<file path="src/rtl/mcpu_fetch_unit.sv">
// Instruction prefetch stage: sequential fetch into a small queue and hand-off to the decoder.
// A branch redirect flushes the queue. It also drops the result of a fetch that is still in flight.
module mcpu_fetch_unit #(
   parameter int unsigned WORD_SIZE  = 16,
   parameter int unsigned ADDR_WIDTH = 8,
   parameter int unsigned DEPTH      = 4
) (
   input  logic                  clk,
   input  logic                  reset,
   output logic                  mem_req,
   output logic [ADDR_WIDTH-1:0] mem_addr,
   input  logic                  mem_ack,
   input  logic [WORD_SIZE-1:0]  mem_rdata,
   input  logic                  redirect_valid,
   input  logic [ADDR_WIDTH-1:0] redirect_pc,
   output logic                  instr_valid,
   output logic [WORD_SIZE-1:0]  instr_data,
   output logic [ADDR_WIDTH-1:0] instr_pc,
   input  logic                  instr_ready
);

   localparam int unsigned PTR_W = $clog2(DEPTH);
   localparam int unsigned CNT_W = $clog2(DEPTH) + 1;

   logic [ADDR_WIDTH-1:0] q_pc   [DEPTH];
   logic [WORD_SIZE-1:0]  q_data [DEPTH];
   logic [PTR_W-1:0]      rd_ptr;
   logic [PTR_W-1:0]      wr_ptr;
   logic [CNT_W-1:0]      count;
   logic [CNT_W-1:0]      occ_next;
   logic [ADDR_WIDTH-1:0] fetch_pc;
   logic [ADDR_WIDTH-1:0] issue_addr;
   logic                  stale;
   logic                  slot_free;
   logic                  ack;
   logic                  push;
   logic                  pop;
   logic                  issue;

   // Handshake decode and next-request decision
   always_comb begin
      slot_free  = !mem_req || mem_ack;
      ack        = mem_req && mem_ack;
      push       = ack && !stale && !redirect_valid;
      pop        = instr_valid && instr_ready && !redirect_valid;
      occ_next   = count;
      if (redirect_valid)
         occ_next = '0;
      else if (push && !pop)
         occ_next = count + CNT_W'(1);
      else if (pop && !push)
         occ_next = count - CNT_W'(1);
      issue      = slot_free && (occ_next < CNT_W'(DEPTH));
      issue_addr = redirect_valid ? redirect_pc : fetch_pc;
   end

   assign instr_valid = (count != '0);
   assign instr_data  = q_data[rd_ptr];
   assign instr_pc    = q_pc[rd_ptr];

   // Fetch control, occupancy and pointers
   always_ff @(posedge clk or posedge reset) begin
      if (reset) begin
         mem_req  <= 1'b0;
         mem_addr <= '0;
         fetch_pc <= '0;
         count    <= '0;
         stale    <= 1'b0;
         rd_ptr   <= '0;
         wr_ptr   <= '0;
      end else begin
         count <= occ_next;
         if (redirect_valid) begin
            rd_ptr <= '0;
            wr_ptr <= '0;
         end else begin
            if (push) wr_ptr <= wr_ptr + PTR_W'(1);
            if (pop)  rd_ptr <= rd_ptr + PTR_W'(1);
         end
         if (slot_free) begin
            mem_req <= issue;
            if (issue) mem_addr <= issue_addr;
         end
         if (slot_free && issue)
            fetch_pc <= issue_addr + ADDR_WIDTH'(1);
         else if (redirect_valid)
            fetch_pc <= redirect_pc;
         // A redirect over an unacked fetch marks its eventual data as garbage
         if (ack)
            stale <= 1'b0;
         else if (redirect_valid && mem_req)
            stale <= 1'b1;
      end
   end

   // Queue storage; cleared on reset so the head reads as zero
   always_ff @(posedge clk or posedge reset) begin
      if (reset) begin
         for (int i = 0; i < int'(DEPTH); i++) begin
            q_pc[i]   <= '0;
            q_data[i] <= '0;
         end
      end else if (push) begin
         q_pc[wr_ptr]   <= mem_addr;
         q_data[wr_ptr] <= mem_rdata;
      end
   end

endmodule
</file>
<file path="config.mk">
export PLATFORM = sky130hd
export DESIGN_NAME = mcpu_fetch_unit
export DESIGN_NICKNAME = d
export VERILOG_FILES = /design/src/rtl/mcpu_fetch_unit.sv
export SDC_FILE = /design/constraint.sdc
export NUM_CORES = 1
export LEC_CHECK = 0
export BUFFER_PORTS_ARGS = -buffer_cell sky130_fd_sc_hd__buf_2
export CAP_MARGIN = 20
export CORE_MARGIN = 3
export CORE_UTILIZATION = 60
export CTS_CLUSTER_DIAMETER = 30
export DETAILED_ROUTE_END_ITERATION = 12
export GPL_TIMING_DRIVEN = 0
export PLACE_DENSITY = 0.8
export SYNTH_ARGS = -nofsm -noshare
export SYNTH_HDL_FRONTEND = slang
export SYNTH_SLANG_ARGS = --single-unit
</file>
<file path="constraint.sdc">
create_clock -name clk -period 8.1 [get_ports clk]
set_clock_uncertainty 0.15 [all_clocks]
set_input_delay 1.62 -clock clk [delete_from_list [all_inputs] [get_ports clk]]
set_output_delay 1.62 -clock clk [all_outputs]
set_load 0.02 [all_outputs]
</file>
## Word level (Yosys, flattened, before mapping)

Index checks and enable logic that the tools add are counted.
Widths: inputs -> output; s select.

- Add/subtract/negate cells: 5
- Order comparisons: 4
- Multiplexer cells: 23
- Bitwise logic cells: 2
- Reduce and logical (&&, ||, !) cells: 22

Operators by type and width:

| cell | count |
|---|---|
| $bwmux 64 | 1 |
| $mux 16 | 3 |
| $mux 8 | 5 |
| $bmux 16 s2 | 1 |
| $bwmux 32 | 1 |
| $demux 16 s2 | 1 |
| $bmux 8 s2 | 1 |
| $demux 8 s2 | 1 |
| $logic_and 1x1->1 | 11 |
| $mux 3 | 3 |
| $add 8x1->8 const B | 1 |
| $mux 2 | 4 |
| $ge 3x3->1 const B | 2 |
| $not 2->3 | 2 |
| $reduce_bool 2->1 | 3 |
| $logic_not 1->1 | 5 |
| $add 2x1->2 const B | 2 |
| $add 3x1->3 const B | 1 |
| $lt 3x1->1 const B | 1 |
| $lt 3x3->1 const B | 1 |
| $reduce_bool 3->1 | 1 |
| $sub 3x1->3 const B | 1 |
| $mux 1 | 2 |
| $reduce_and 2->1 | 1 |
| $logic_or 1x1->1 | 1 |

- Register bits after elaboration: 121
- Bits of input ports: 29
- Output and inout port bits: 34
- Logic and storage cells: 71

## Longest topological paths before layout

- Word-level depth: 12
- Depth in mapped cells: 8
- Mapped depth without buffers: 7

## Worst setup path before layout

No wires, ideal clock.

- Path type: register to output
- Start point: reg rd_ptr[0]
- End point: out instr_data[10]
- Arrival: 1646 ps
- Required time: 6330 ps
- Setup slack: 4684 ps
- Cell stages (with the launch flop): 4
- Buffers on the path: 2
- Path through: dfrtp_1 > clkbuf_1 > buf_2 > mux4_2

- Word-level cells in the longest chain between the ends: 4

RTL lines:

| item | line | source |
|---|---|---|
| start: declaration | 27 | `logic [PTR_W-1:0] rd_ptr;` |
| start signal: assignment | 78 | `if (pop) rd_ptr <= rd_ptr + PTR_W'(1);` |
| $not 2->3 (not written as such) | 58 | `assign instr_data = q_data[rd_ptr];` |
| $bmux 16 s2 | 58 |  |
| $mux 16 (not written as such) (2 in a row) | 58 |  |
| end: declaration | 17 | `output logic [WORD_SIZE-1:0] instr_data,` |

No other way between the ends. The select of a mux whose other input is x is not followed.

## Final worst setup path

- Start point: reg rd_ptr[0]
- End point: out instr_data[11]

The elaborated chain is that of the path after synthesis.

==> impl_metrics.env <==
export IMPL_status="finished clean"
export IMPL_maxSlewHeadroom_pct=52.3
export IMPL_drtIter0Drc=146
export IMPL_r2r_worst_path_cells=8
export IMPL_yosys_warnings=0
export IMPL_yosysSeqAreaShare_pct=55.4
export IMPL_holdPathStages=1
export IMPL_required_ns=6.33
export IMPL_avgSynthCellArea_um2=15.3
export IMPL_finalHoldViolCount=0
export IMPL_powerDensity_nw_per_um2=405
export IMPL_cts_num_sinks=121
export IMPL_grt_start_max_net_pins=99
export IMPL_die_area_um2=10300
export IMPL_die_height_um=101
export IMPL_antenna_found_initial=0
export IMPL_syn_to_final_growth_pct=19.5
export IMPL_n_antenna_cell=0
export IMPL_ir_drop_mv=0.192
export IMPL_grt_pass1_vias=3659
export IMPL_numPortBuffers=62
export IMPL_vias=3247
export IMPL_hold_buffers=0
export IMPL_finalNetCount=476
export IMPL_drc=0
export IMPL_rsz0062_at_grt="false"
export IMPL_root_buffer="clkbuf_8"
export IMPL_drt_pass1_iterations=4
export IMPL_drt_total_wl_um=11100
export IMPL_ys_types=30
export IMPL_endpoint_kind="output port"
export IMPL_cp_max_fo=10
export IMPL_synth_seq_cells=121
export IMPL_path_clk_slew_ns=0.06
export IMPL_setup_tns_final_ns=0
export IMPL_htreeDepth=4
export IMPL_numCtsBuffers=17
export IMPL_gr_total_overflow=0
export IMPL_maxSlewViolCount=0
export IMPL_wl_per_cell_um=19.8
export IMPL_synth_top_cell_area_share_pct=55.4
export IMPL_synth_cells=357
export IMPL_fill_cells=548
export IMPL_power_mw=2.65
export IMPL_grt_pass1_wl_um=18300
export IMPL_cap_violations=0
export IMPL_synth_area_leader_cell="dfrtp_1"
export IMPL_grtUsageTotal_pct=23.4
export IMPL_fmax_mhz=233
export IMPL_syn_nets=394
export IMPL_setup_violations_final=0
export IMPL_drive_gt1_share_pct=51.8
export IMPL_mostFrequentLayoutCells="dfrtp_1 (121), mux2_2 (101), buf_2 (67), mux4_2 (24), clkbuf_16 (16)"
export IMPL_worst_pin_slew_ns=0.715
export IMPL_cts_tree="done"
export IMPL_min_path_type="flip-flop to flip-flop"
export IMPL_row_count=34
export IMPL_cp_start_kind="flip-flop"
export IMPL_final_common_cell="dfrtp_1"
export IMPL_crit_type="flip-flop to output port"
export IMPL_synthesis_area_um2=5470
export IMPL_core_um2=8810
export IMPL_ant_nets=0
export IMPL_cts_setup_buffers=0
export IMPL_viasPerCell=5.80
export IMPL_cts_max_path_buffers=2
export IMPL_gp_congestion=0.769
export IMPL_arrival_ns=2.52
export IMPL_post_cts_resized=0
export IMPL_initial_core_util_pct=62.1
export IMPL_synthTopCellsByArea="dfrtp_1 (55%), mux2_2 (21%), mux4_2 (9.9%)"
export IMPL_period_needed_ns=4.29
export IMPL_boundaryPins=63
export IMPL_dieWidth_um=101
export IMPL_leakage_nw=3.06
export IMPL_finalCritPeriodShare_pct=52.9
export IMPL_clkLatencyLatePin_ns=0.51
export IMPL_place_hpwl_um=7300
==> critical path, cell delays in order (launching register included) <==
cell and delay [ns]:
dfrtp_1 0.32, clkbuf_1 0.47, buf_2 0.47, mux4_2 0.57, buf_2 0.18
==> power breakdown <==
| part | switching (mW) | internal (mW) | leakage, nW |
|---|---|---|---|
| clock | 0.277 | 0.470 | 0.274 |
| combinational | 0.444 | 0.470 | 1.25 |
| sequential | 0.147 | 0.841 | 1.54 |
==> final cells by class <==
class / instances / area [um2] / share of cell area, %
Buffer: 20 / 96.3 / 1.47
Clock buffer: 18 / 418 / 6.39
Clock inverter: 14 / 173 / 2.64
Inverter: 6 / 27.5 / 0.421
Multi-Input combinational cell: 210 / 2320 / 35.5
Sequential cell: 121 / 3030 / 46.3
Tap cell: 108 / 135 / 2.07
Timing Repair Buffer: 63 / 338 / 5.17
==> final timing paths <==
check                           startpoint              to  slack, ns
worst max register to register    count[1]     mem_addr[0]       5.74
max in group asynchronous            reset        q_pc[19]       6.15
worst min register to register  q_data[26]      q_data[26]       0.35
worst max-delay path             rd_ptr[0]  instr_data[11]       3.81
worst min-delay path            q_data[26]      q_data[26]       0.35
min in group asynchronous            reset      q_data[26]       0.90
==> through the flow <==
step | util [%] | setup slack, ns | cell area, um2 | hold WS [ns] | std cells
after detailed placement | 67.5 | 4.25 | 5950 | 0.340 | 528
after floorplan | - | 3.12 | 5470 | 0.324 | 357
final | 74.2 | 3.81 | 6540 | 0.353 | 560
after CTS | 74.2 | 3.73 | 6540 | 0.353 | 560
after global routing | 74.2 | 3.62 | 6540 | 0.356 | 560
after global placement | 67.1 | 1.92 | 5910 | 0.331 | 527
==> routing by layer <==
metal  vias to the layer above  wire (um)  GRT usage (%)
met2                        73       5850           40.9
met1                      1691       4640           28.8
met5                         -          0              0
met3                         7        499           6.75
li1                       1476          -              -
met4                         0         85           6.03
==> Yosys cell counts (all sizes together) <==
library cell	instances
buf	11
dfrtp	121
nor2b	2
a211oi	2
mux2	108
a211o	1
nand4	1
nand2b	3
maj3	1
clkbuf	9
mux2i	5
xnor2	7
xor2	4
ha	8
mux4	24
or2	1
a21oi	4
nand3	3
o21ai	7
nand3b	3
inv	6
nor3b	2
a221oi	1
a32o	1
nor2	11
nand2	9
and2	2
==> flip-flops by register name (all words and copies together), names as in the netlist <==
signal    count
count         3
q_pc         32
fetch_pc      8
rd_ptr        2
q_data       64
mem_req       1
mem_addr      8
wr_ptr        2
stale         1
==> kinds of logic (layout without fill, tap and decap cells) <==
logic type,Yosys count,in the layout,share of synthesized area (%)
adder cells (fa/ha/maj),9,9,2.01
multiplexers,137,137,33.5
AO/OA/AOI/OAI,16,16,1.78
AND/OR/NAND/NOR,37,37,3.36
buffers and inverters,26,121,2.17
XOR/XNOR,11,11,1.76
flip-flops,121,121,55.4
No activity file was read; power rests on OpenSTA's default activity.
